$ cat src/rtl/mem_arb_pkg.sv
// Shared constants and types for the two-port main-RAM arbiter.
// Access sizes, FSM states and the latched request bundle.
package mem_arb_pkg;

   localparam int unsigned MEM_SIZE = 4096;

   localparam logic [1:0] SZ_B = 2'd0;
   localparam logic [1:0] SZ_H = 2'd1;
   localparam logic [1:0] SZ_W = 2'd2;

   typedef enum logic [1:0] {
      MA_IDLE = 2'd0,
      MA_BUSY = 2'd1,
      MA_ACK  = 2'd2
   } ma_state_e;

   typedef struct packed {
      logic [31:0] addr;
      logic [1:0]  size;
      logic        sign;
      logic        we;
      logic [31:0] wdata;
   } ma_req_t;

   function automatic logic [2:0] size_bytes(input logic [1:0] size);
      logic [2:0] n;
      unique case (size)
         SZ_B:    n = 3'd1;
         SZ_H:    n = 3'd2;
         SZ_W:    n = 3'd4;
         default: n = 3'd0;
      endcase
      return n;
   endfunction

endpackage

$ cat src/rtl/mem_arb_if.sv
// Requester ports (fetch = 0, load/store = 1) and the single RAM port.
// slave is the arbiter side, master is the requester/RAM side.
interface mem_arb_if;

   logic        i_req0;
   logic [31:0] i_addr0;
   logic [1:0]  i_size0;
   logic        i_sign0;
   logic        i_we0;
   logic [31:0] i_wdata0;
   logic        o_ack0;
   logic        o_err0;

   logic        i_req1;
   logic [31:0] i_addr1;
   logic [1:0]  i_size1;
   logic        i_sign1;
   logic        i_we1;
   logic [31:0] i_wdata1;
   logic        o_ack1;
   logic        o_err1;

   logic [31:0] o_rdata;

   logic [31:0] o_ram_addr;
   logic [2:0]  o_ram_insize;
   logic        o_ram_insign;
   logic [2:0]  o_ram_outsize;
   logic [31:0] o_ram_data;
   logic [31:0] i_ram_data;

   modport slave (
      input  i_req0, i_addr0, i_size0, i_sign0, i_we0, i_wdata0,
      input  i_req1, i_addr1, i_size1, i_sign1, i_we1, i_wdata1,
      input  i_ram_data,
      output o_ack0, o_err0, o_ack1, o_err1, o_rdata,
      output o_ram_addr, o_ram_insize, o_ram_insign,
      output o_ram_outsize, o_ram_data
   );

   modport master (
      output i_req0, i_addr0, i_size0, i_sign0, i_we0, i_wdata0,
      output i_req1, i_addr1, i_size1, i_sign1, i_we1, i_wdata1,
      output i_ram_data,
      input  o_ack0, o_err0, o_ack1, o_err1, o_rdata,
      input  o_ram_addr, o_ram_insize, o_ram_insign,
      input  o_ram_outsize, o_ram_data
   );

endinterface

$ cat src/rtl/mem_arb_chk.sv
// Access legality: size code, natural alignment and RAM bounds.
// End address is formed in 33 bits so 0xFFFFFFFC + 4 cannot wrap.
module mem_arb_chk
   import mem_arb_pkg::*;
#(
   parameter int unsigned MEM_BYTES = MEM_SIZE
) (
   input  logic [31:0] addr_i,
   input  logic [1:0]  size_i,
   output logic [2:0]  nbytes_o,
   output logic        illegal_o
);

   logic [32:0] end_w;
   logic        mis;

   always_comb begin
      nbytes_o = size_bytes(size_i);
      end_w    = {1'b0, addr_i} + {30'd0, nbytes_o};
      mis      = 1'b0;
      unique case (size_i)
         SZ_H:    mis = addr_i[0];
         SZ_W:    mis = |addr_i[1:0];
         default: mis = 1'b0;
      endcase
      illegal_o = (size_i == 2'd3) | mis
                | (end_w > 33'(MEM_BYTES));
   end

endmodule

$ cat src/rtl/mem_arb.sv
// Round-robin arbiter/sequencer in front of the byte-addressed main RAM.
// Grant -> one RAM cycle -> ack/err pulse with registered read data.
module mem_arb
   import mem_arb_pkg::*;
#(
   parameter int unsigned MEM_BYTES = MEM_SIZE,
   parameter bit          RR_INIT   = 1'b1
) (
   input  logic      i_clk,
   input  logic      i_rst,
   mem_arb_if.slave  bus
);

   ma_state_e   state_q, state_d;
   logic        rr_q, rr_d;
   logic        win_q, win_d;
   ma_req_t     req_q, req_d;
   logic [31:0] rdata_q, rdata_d;

   logic [1:0]  req;
   ma_req_t     in0, in1;
   logic [2:0]  nbytes;
   logic        illegal;
   logic        gnt_v;
   logic        gnt_p;

   assign req = {bus.i_req1, bus.i_req0};
   assign in0 = {bus.i_addr0, bus.i_size0, bus.i_sign0,
                 bus.i_we0, bus.i_wdata0};
   assign in1 = {bus.i_addr1, bus.i_size1, bus.i_sign1,
                 bus.i_we1, bus.i_wdata1};

   mem_arb_chk #(
      .MEM_BYTES (MEM_BYTES)
   ) u_chk (
      .addr_i    (req_q.addr),
      .size_i    (req_q.size),
      .nbytes_o  (nbytes),
      .illegal_o (illegal)
   );

   always_ff @(posedge i_clk) begin
      if (i_rst) begin
         state_q <= MA_IDLE;
         rr_q    <= RR_INIT;
         win_q   <= 1'b0;
         req_q   <= '0;
         rdata_q <= '0;
      end else begin
         state_q <= state_d;
         rr_q    <= rr_d;
         win_q   <= win_d;
         req_q   <= req_d;
         rdata_q <= rdata_d;
      end
   end

   always_comb begin
      state_d = state_q;
      rr_d    = rr_q;
      win_d   = win_q;
      req_d   = req_q;
      rdata_d = '0;
      gnt_v   = 1'b0;
      gnt_p   = 1'b0;
      unique case (state_q)
         MA_IDLE: begin
            if (|req) begin
               gnt_v = 1'b1;
               gnt_p = (&req) ? rr_q : req[1];
            end
         end
         MA_BUSY: begin
            state_d = MA_ACK;
            if (!illegal && !req_q.we)
               rdata_d = bus.i_ram_data;
         end
         MA_ACK: begin
            state_d = MA_IDLE;
            // winner's request is still high here; only the other port may win
            if (req[~win_q]) begin
               gnt_v = 1'b1;
               gnt_p = ~win_q;
            end
         end
         default: state_d = MA_IDLE;
      endcase
      if (gnt_v) begin
         state_d = MA_BUSY;
         win_d   = gnt_p;
         rr_d    = ~gnt_p;
         req_d   = gnt_p ? in1 : in0;
      end
   end

   always_comb begin
      bus.o_ram_addr    = '0;
      bus.o_ram_insize  = '0;
      bus.o_ram_insign  = 1'b0;
      bus.o_ram_outsize = '0;
      bus.o_ram_data    = '0;
      if (state_q == MA_BUSY && !i_rst) begin
         bus.o_ram_addr = req_q.addr;
         if (!illegal) begin
            if (req_q.we) begin
               bus.o_ram_outsize = nbytes;
               bus.o_ram_data    = req_q.wdata;
            end else begin
               bus.o_ram_insize = nbytes;
               bus.o_ram_insign = req_q.sign;
            end
         end
      end
   end

   always_comb begin
      bus.o_ack0  = (state_q == MA_ACK) && !win_q && !i_rst;
      bus.o_ack1  = (state_q == MA_ACK) && win_q && !i_rst;
      bus.o_err0  = bus.o_ack0 && illegal;
      bus.o_err1  = bus.o_ack1 && illegal;
      bus.o_rdata = i_rst ? 32'd0 : rdata_q;
   end

endmodule
$ cat src/flat_wrapper.sv
// flat-port wrapper written by rule: the top's interface ports become plain ports
module mem_arb_flat import mem_arb_pkg::*;
#(
   parameter int unsigned MEM_BYTES = MEM_SIZE,
   parameter bit          RR_INIT   = 1'b1
)
  (i_clk, i_rst, bus_i_req0, bus_i_addr0, bus_i_size0, bus_i_sign0, bus_i_we0, bus_i_wdata0, bus_i_req1, bus_i_addr1, bus_i_size1, bus_i_sign1, bus_i_we1, bus_i_wdata1, bus_i_ram_data, bus_o_ack0, bus_o_err0, bus_o_ack1, bus_o_err1, bus_o_rdata, bus_o_ram_addr, bus_o_ram_insize, bus_o_ram_insign, bus_o_ram_outsize, bus_o_ram_data);
  mem_arb_if bus_i ();
  input  logic i_clk;
  input  logic i_rst;
  input wire logic [$bits(bus_i.i_req0)-1:0] bus_i_req0;
  input wire logic [$bits(bus_i.i_addr0)-1:0] bus_i_addr0;
  input wire logic [$bits(bus_i.i_size0)-1:0] bus_i_size0;
  input wire logic [$bits(bus_i.i_sign0)-1:0] bus_i_sign0;
  input wire logic [$bits(bus_i.i_we0)-1:0] bus_i_we0;
  input wire logic [$bits(bus_i.i_wdata0)-1:0] bus_i_wdata0;
  input wire logic [$bits(bus_i.i_req1)-1:0] bus_i_req1;
  input wire logic [$bits(bus_i.i_addr1)-1:0] bus_i_addr1;
  input wire logic [$bits(bus_i.i_size1)-1:0] bus_i_size1;
  input wire logic [$bits(bus_i.i_sign1)-1:0] bus_i_sign1;
  input wire logic [$bits(bus_i.i_we1)-1:0] bus_i_we1;
  input wire logic [$bits(bus_i.i_wdata1)-1:0] bus_i_wdata1;
  input wire logic [$bits(bus_i.i_ram_data)-1:0] bus_i_ram_data;
  output wire logic [$bits(bus_i.o_ack0)-1:0] bus_o_ack0;
  output wire logic [$bits(bus_i.o_err0)-1:0] bus_o_err0;
  output wire logic [$bits(bus_i.o_ack1)-1:0] bus_o_ack1;
  output wire logic [$bits(bus_i.o_err1)-1:0] bus_o_err1;
  output wire logic [$bits(bus_i.o_rdata)-1:0] bus_o_rdata;
  output wire logic [$bits(bus_i.o_ram_addr)-1:0] bus_o_ram_addr;
  output wire logic [$bits(bus_i.o_ram_insize)-1:0] bus_o_ram_insize;
  output wire logic [$bits(bus_i.o_ram_insign)-1:0] bus_o_ram_insign;
  output wire logic [$bits(bus_i.o_ram_outsize)-1:0] bus_o_ram_outsize;
  output wire logic [$bits(bus_i.o_ram_data)-1:0] bus_o_ram_data;
  assign bus_i.i_req0 = bus_i_req0;
  assign bus_i.i_addr0 = bus_i_addr0;
  assign bus_i.i_size0 = bus_i_size0;
  assign bus_i.i_sign0 = bus_i_sign0;
  assign bus_i.i_we0 = bus_i_we0;
  assign bus_i.i_wdata0 = bus_i_wdata0;
  assign bus_i.i_req1 = bus_i_req1;
  assign bus_i.i_addr1 = bus_i_addr1;
  assign bus_i.i_size1 = bus_i_size1;
  assign bus_i.i_sign1 = bus_i_sign1;
  assign bus_i.i_we1 = bus_i_we1;
  assign bus_i.i_wdata1 = bus_i_wdata1;
  assign bus_i.i_ram_data = bus_i_ram_data;
  assign bus_o_ack0 = bus_i.o_ack0;
  assign bus_o_err0 = bus_i.o_err0;
  assign bus_o_ack1 = bus_i.o_ack1;
  assign bus_o_err1 = bus_i.o_err1;
  assign bus_o_rdata = bus_i.o_rdata;
  assign bus_o_ram_addr = bus_i.o_ram_addr;
  assign bus_o_ram_insize = bus_i.o_ram_insize;
  assign bus_o_ram_insign = bus_i.o_ram_insign;
  assign bus_o_ram_outsize = bus_i.o_ram_outsize;
  assign bus_o_ram_data = bus_i.o_ram_data;
  mem_arb #(.MEM_BYTES(MEM_BYTES), .RR_INIT(RR_INIT)) u_core (.i_clk(i_clk), .i_rst(i_rst), .bus(bus_i));
endmodule
$ cat config.mk
export PLATFORM = sky130hd
export DESIGN_NAME = mem_arb_flat
export DESIGN_NICKNAME = d
export VERILOG_FILES = /design/src/rtl/mem_arb_pkg.sv /design/src/rtl/mem_arb_if.sv /design/src/rtl/mem_arb_chk.sv /design/src/rtl/mem_arb.sv /design/src/flat_wrapper.sv
export SDC_FILE = /design/constraint.sdc
export NUM_CORES = 1
export LEC_CHECK = 0
export CAP_MARGIN = 5
export CORE_MARGIN = 3
export CORE_UTILIZATION = 43
export CTS_CLUSTER_SIZE = 40
export DETAILED_ROUTE_END_ITERATION = 8
export HOLD_SLACK_MARGIN = 0.15
export PLACE_DENSITY = 0.95
export SLEW_MARGIN = 20
export SYNTH_ARGS = -nofsm -noshare
export SYNTH_HDL_FRONTEND = slang
export SYNTH_HIERARCHICAL = 1
export SYNTH_SLANG_ARGS = --single-unit
$ cat constraint.sdc
create_clock -name i_clk -period 5.7 [get_ports i_clk]
set_input_delay 0.57 -clock i_clk [delete_from_list [all_inputs] [get_ports i_clk]]
set_output_delay 0.57 -clock i_clk [all_outputs]
set_load 0.01 [all_outputs]
==> flow_metrics.tcl, run 1 <==
set metrics [dict create \
    die_h_um 117.0 \
    setup_slack_ns 0.4221 \
    tritoncts "done" \
    setup.worst_path.start_class "flop" \
    design.final.nets 1062 \
    fmaxAchievable_mhz 189.5 \
    drc_errors 0 \
    placementRows 39 \
    worstMarginPinSlew_ns 0.8089 \
    timing.max_cap.violations 0 \
    number_of_clock_buffers_inserted_by_tritoncts 9 \
    finalClockSkew_ns 0.01056 \
    slew_viol_final 0 \
    cts_buffer_depth 2 \
    clock_tree.htree_level_count 3 \
    die_width_um 117.0 \
    synth_edf_count 0 \
    synth_seq_cells 104 \
    rsz0062_at_grt "false" \
    die-area_um2 13690 \
    ys_async_sr_fraction_pct 0 \
    first_global_vias 5626 \
    netlist_area_um2 5298 \
    clk_root_buffer_cell "clkbuf_16" \
    cp-end-kind "primary output" \
    totalWireLength_um 19290 \
    drt_first_iter_violations 563 \
    final_layout_size_suffix_gt1_share_pct 4.746 \
    design.portCount 279 \
    post_drt_via_cell_ratio 5.732 \
    worst-r2r-cell-count 15 \
    globalRouteTotalUtil_pct 26.44 \
    leakagePower_nw 3.203 \
    final_area_um2 8431 \
    maximum_number_of_pins_on_one_net_before_global_route_repair 77 \
    synth_cell_type_count 56 \
    gp_congestion 0.9646 \
    cts-resized-gates 0 \
    route.antenna.remaining_nets 0 \
    hold_depth 2 \
    place_ws_ns 0.8445 \
    finalHoldViolCount 0 \
    worst_hold_slack_across_all_endpoints_ns 0.5263 \
    ys.flop_type "dfxtp_1" \
    drt_first_pass_iters 5 \
    wl_met1_um 7245 \
    clock-sinks 104 \
    synth.avg_cell_area_um2 8.316 \
    synth-seq-area-share_pct 39.30 \
    initial_core_utilization_pct 45.24 \
    met2WireLength_um 9378 \
    outcome "complete, no violations" \
    placeableCoreArea_um2 11710 \
    clk-insertion-delay-late_ns 0.34 \
    synthCells 637 \
    arrival_ns 4.71 \
    grt_first_pass_wirelength_um 28440 \
    detailroute.wirelength.met3_um 2225 \
    worstPathRequired_ns 5.13 \
    max_slew_margin_pct 46.08 \
    finalCriticalPeriod_ns 5.278 \
    total_power_mw 1.904 \
    critical_path_peak_fanout 37 \
    peakVddDrop_mv 0.1397 \
    highest-signal-layer "met4" \
    final_core_utilization_pct 71.99 \
    globalRoute.totalOverflow 0 \
    port_buffers 278 \
    synthesis.nets 819 \
    cts-hold-fix-buffers 0 \
    pwr_density_cell_nw_per_um2 225.9 \
    routedWlPerCell_um 18.76 \
    hpwl_dp_um 13730 \
    insertedDiodeCount 0 \
    critPathKind "reg2out" \
    timing.hold.worst.class "reg2reg" \
    place.detailed.instances 1012 \
    antenna_found_initial 0 \
    final.period_utilization_pct 92.60 \
    postCtsSetupBuffers 0 \
    clk_pin_slew_worst_paths_ns 0.08 \
    yosys_warnings 6 \
    final_cell_count_no_fill 1028 \
    area_delta_synth_final_pct 59.14 \
    final_sum_of_negative_setup_slack_ns 0 \
    placement_stage_cell_area_um2 8110 \
    dr_total_vias 5892 \
    setup-violations-final 0 \
]
==> registers in the layout, indices dropped and copies added (netlist names) <==
name and flops:
u_core/req_q 68, u_core/state_q 2, u_core/rdata_q 32, u_core/win_q 1, u_core/rr_q 1
==> cells by family (layout without fill, tap and decap cells) <==
kind of cell,after synthesis,count (layout),share of synthesized area (%)
compound gates,170,170,20.55
xor+xnor,3,3,0.4961
fa+ha+maj,10,10,2.504
buf+inv,62,310,5.149
flops,104,104,39.30
mux,4,4,0.8030
simple gates,284,284,31.20
==> final timing paths <==
check / to / slack [ns] / startpoint
worst max-delay path: bus_o_ram_outsize[2] / 0.42 / u_core/req_q[34]
worst min-delay path: u_core/rr_q / 0.53 / u_core/rr_q
worst max register to register: u_core/rdata_q[3] / 1.77 / u_core/req_q[34]
worst min register to register: u_core/rr_q / 0.53 / u_core/rr_q
==> metal layers <==
layer | vias to the layer above | GRT usage, %
li1 | 2778 | -
met1 | 2722 | 30.25
met2 | 356 | 46.45
met3 | 36 | 8.843
met4 | 0 | 8.563
met5 | - | 0
==> cells in the final DEF (no fill, tap or decap), drive strengths merged, types with 3 or more instances in the layout <==
cell           count
a22oi             68
a211oi             3
o21ai              5
nor3               6
and3              35
dfxtp            104
nor4               3
buf               12
nor3b              5
clkdlybuf4s50    277
nand2             14
a21oi             80
ha                 9
nor4b              3
clkbuf             9
and2              70
nor2              16
inv               10
nand3             76
nor2b             34
nand4              9
==> critical path, stage by stage, from the launching register on <==
cell and delay, ns:
dfxtp_1 0.36, inv_1 0.13, ha_1 0.28, ha_1 0.25
fa_1 0.26, a21oi_1 0.13, or2_1 0.31, or4b_1 0.49
o311ai_1 0.09, a31oi_1 0.15, a2111oi_2 0.37, nand4b_1 0.21
nor2b_2 0.16, buf_4 0.34, and3_1 0.26, clkdlybuf4s50_1 0.55
==> area by class of cell <==
cell class / count / area, µm²
Inverter: 5 / 18.77
Sequential cell: 104 / 2082
Timing Repair Buffer: 289 / 2863
Clock inverter: 7 / 95.09
Fill cell: 881 / 3281
Clock buffer: 9 / 225.2
Multi-Input combinational cell: 471 / 2968
Tap cell: 143 / 178.9
==> where the power goes <==
| group | switching (mW) | leakage, nW | internal, mW |
|---|---|---|---|
| logic | 0.189 | 2.19 | 0.211 |
| clock network | 0.311 | 0.158 | 0.356 |
| registers | 0.0575 | 0.854 | 0.779 |
| total | 0.558 | 3.20 | 1.35 |
==> synthesized netlist by cell type (all sizes together) (3+ instances only) <==
library cell,number,share of area (%)
dfxtp,104,39
a21oi,80,7.6
nand3,76,7.3
and2,70,8.3
a22oi,68,9.6
clkbuf,37,2.6
and3,35,4.1
nor2b,34,4.0
buf,20,2.1
nor2,16,1.1
nand2,14,0.99
ha,9,2.1
nand4,9,1.1
nor3,6,0.66
inv,5,0.35
nor3b,5,0.90
o21ai,5,0.47
a211oi,3,0.52
nor4,3,0.35
nor4b,3,0.50
Power figures use the tool's default switching activity.
==> run 2, diff against run 1 <==
- CORE_UTILIZATION: 43 -> 40
- PLACE_DENSITY: 0.95 -> 0.91
- clock period: 5.7 -> 5.4 ns (I/O delays scaled with it)
==> run 2 against run 1 <==
Critical path depth is 1 higher. Flip-flop and latch count stayed put. First-iteration DRC count is 17% lower. Design area is 0.28% higher.
==> flow_metrics.tcl, run 2 (synthesis gave the netlist of run 1 again) <==
set metrics [dict create \
    ff_latch_area_um2 2083 \
    finalClockSkew_ns 0.01003 \
    antenna_found_initial 0 \
    hpwl_dp_um 13990 \
    dr_total_vias 5902 \
    critical_path_peak_fanout 14 \
    post_drt_via_cell_ratio 5.584 \
    mostFrequentLayoutCells "277 x clkdlybuf4s50_1, 103 x dfxtp_1, 78 x a21oi_1, 75 x nand3_1, 70 x and2_1" \
    largest_reg_flops 68 \
    area_delta_synth_final_pct 59.59 \
    clk_root_buffer_cell "clkbuf_16" \
    cts-hold-fix-buffers 0 \
    final_area_um2 8454 \
    timing.hold.worst.class "reg2reg" \
    totalWireLength_um 19690 \
    globalRouteTotalUtil_pct 25.99 \
    clk_pin_slew_worst_paths_ns 0.07 \
    drt_first_pass_iters 5 \
    setup-violations-final 0 \
    rsz0062_at_grt "false" \
    multi_input_area_um2 2983 \
    reg2reg_setup_slack_ns 1.34 \
    layout_commonest_cell "clkdlybuf4s50_1" \
    finalCriticalPeriod_ns 5.108 \
    tritoncts "done" \
    finalHoldViolCount 0 \
    fmaxAchievable_mhz 195.8 \
    drc_errors 0 \
    design.portCount 279 \
    insertedDiodeCount 0 \
    clock_tree.htree_level_count 3 \
    pwr_density_cell_nw_per_um2 230.5 \
    clk-insertion-delay-late_ns 0.35 \
    die_h_um 121.1 \
    leakagePower_nw 3.186 \
    maximum_number_of_pins_on_one_net_before_global_route_repair 68 \
    grt_first_pass_wirelength_um 29840 \
    setup.worst_path.start_class "flop" \
    clock-sinks 104 \
    number_of_clock_buffers_inserted_by_tritoncts 9 \
    port_buffers 278 \
    nFillCells 1052 \
    first_global_vias 5664 \
    total_power_mw 1.948 \
    routedWlPerCell_um 18.62 \
    cts_buffer_depth 2 \
    worstPathRequired_ns 4.86 \
    die_width_um 121.1 \
    final_sum_of_negative_setup_slack_ns 0 \
    design.final.nets 1062 \
    reg.largest.list "u_core/req_q: 68 flops, u_core/rdata_q: 32 flops, u_core/state_q: 2 flops" \
    final.period_utilization_pct 94.59 \
    arrival_ns 4.57 \
    max_slew_margin_pct 41.59 \
    registers.top_by_ff_count "u_core/req_q" \
    worstMarginPinSlew_ns 0.8734 \
    route.antenna.remaining_nets 0 \
    initial_core_utilization_pct 41.47 \
    critPathKind "reg2out" \
    slew_viol_final 0 \
    outcome "complete, no violations" \
    placement_stage_cell_area_um2 8139 \
    worst_hold_slack_across_all_endpoints_ns 0.5217 \
    die-area_um2 14660 \
    placementRows 41 \
    globalRoute.totalOverflow 0 \
    placeableCoreArea_um2 12770 \
    final_layout_size_suffix_gt1_share_pct 5.311 \
    gp_congestion 0.9161 \
    drt_first_iter_violations 467 \
    peakVddDrop_mv 0.1544 \
    cp-end-kind "primary output" \
    timing.max_cap.violations 0 \
]
## run 2: final timing paths
| check | start | endpoint | depth (start not counted) |
|---|---|---|---|
| setup reg to reg | u_core/req_q[35] | u_core/rdata_q[11] | 16 |
| hold / removal | u_core/rr_q | u_core/rr_q | 2 |
| hold reg to reg | u_core/rr_q | u_core/rr_q | 2 |
| setup / recovery | u_core/req_q[35] | bus_o_ram_insize[2] | 16 |
## run 2: layout make-up
type                            instances  area share (%)
Clock buffer                           10           2.708
Sequential cell                       104           24.64
Clock inverter                          6          0.7400
Inverter                                5          0.2220
Multi-Input combinational cell        471           35.28
Tap cell                              172           2.546
Timing Repair Buffer                  289           33.86
## run 2: where the power goes
group	leakage [nW]	switching, mW	internal [mW]	total (mW)
sequential	0.854	0.0670	0.822	0.889
clock	0.142	0.315	0.326	0.641
combinational	2.19	0.196	0.222	0.418
total	3.19	0.579	1.37	1.95
## run 2: stage by stage
step	util (%)	std cells	setup WS, ns
after floorplan	-	637	1.500
after global placement	63.72	1040	0.7617
after detailed placement	63.72	1040	0.6113
after CTS	66.00	1056	0.2003
after global routing	66.19	1057	0.03488
final	66.19	1057	0.2923
## run 2: timing repair
item                       CTS  global route
resized for setup            0             5
setup endpoints to repair    0             7
buffers inserted             0             1
## run 2: routing by layer
| metal | wire [µm] | global-route usage [%] | up-vias | share of wire [%] |
|---|---|---|---|---|
| li1 | - | - | 2799 | - |
| met1 | 7629 | 30.57 | 2752 | 39 |
| met2 | 9603 | 44.25 | 313 | 49 |
| met3 | 1980 | 8.019 | 38 | 10 |
| met4 | 471 | 9.915 | 0 | 2.4 |
| met5 | 0 | 0 | - | 0 |
## run 2: worst max-delay path, cell delays in order (launching register included)
cell	delay [ns]
dfxtp_1	0.36
inv_1	0.12
ha_1	0.23
ha_2	0.23
fa_2	0.25
a21oi_2	0.09
or2_1	0.31
or4b_1	0.48
o311ai_1	0.08
a31oi_1	0.15
a2111oi_2	0.34
nand4b_1	0.22
nor2b_2	0.20
buf_4	0.21
and2b_1	0.20
and2_1	0.17
clkdlybuf4s50_1	0.57
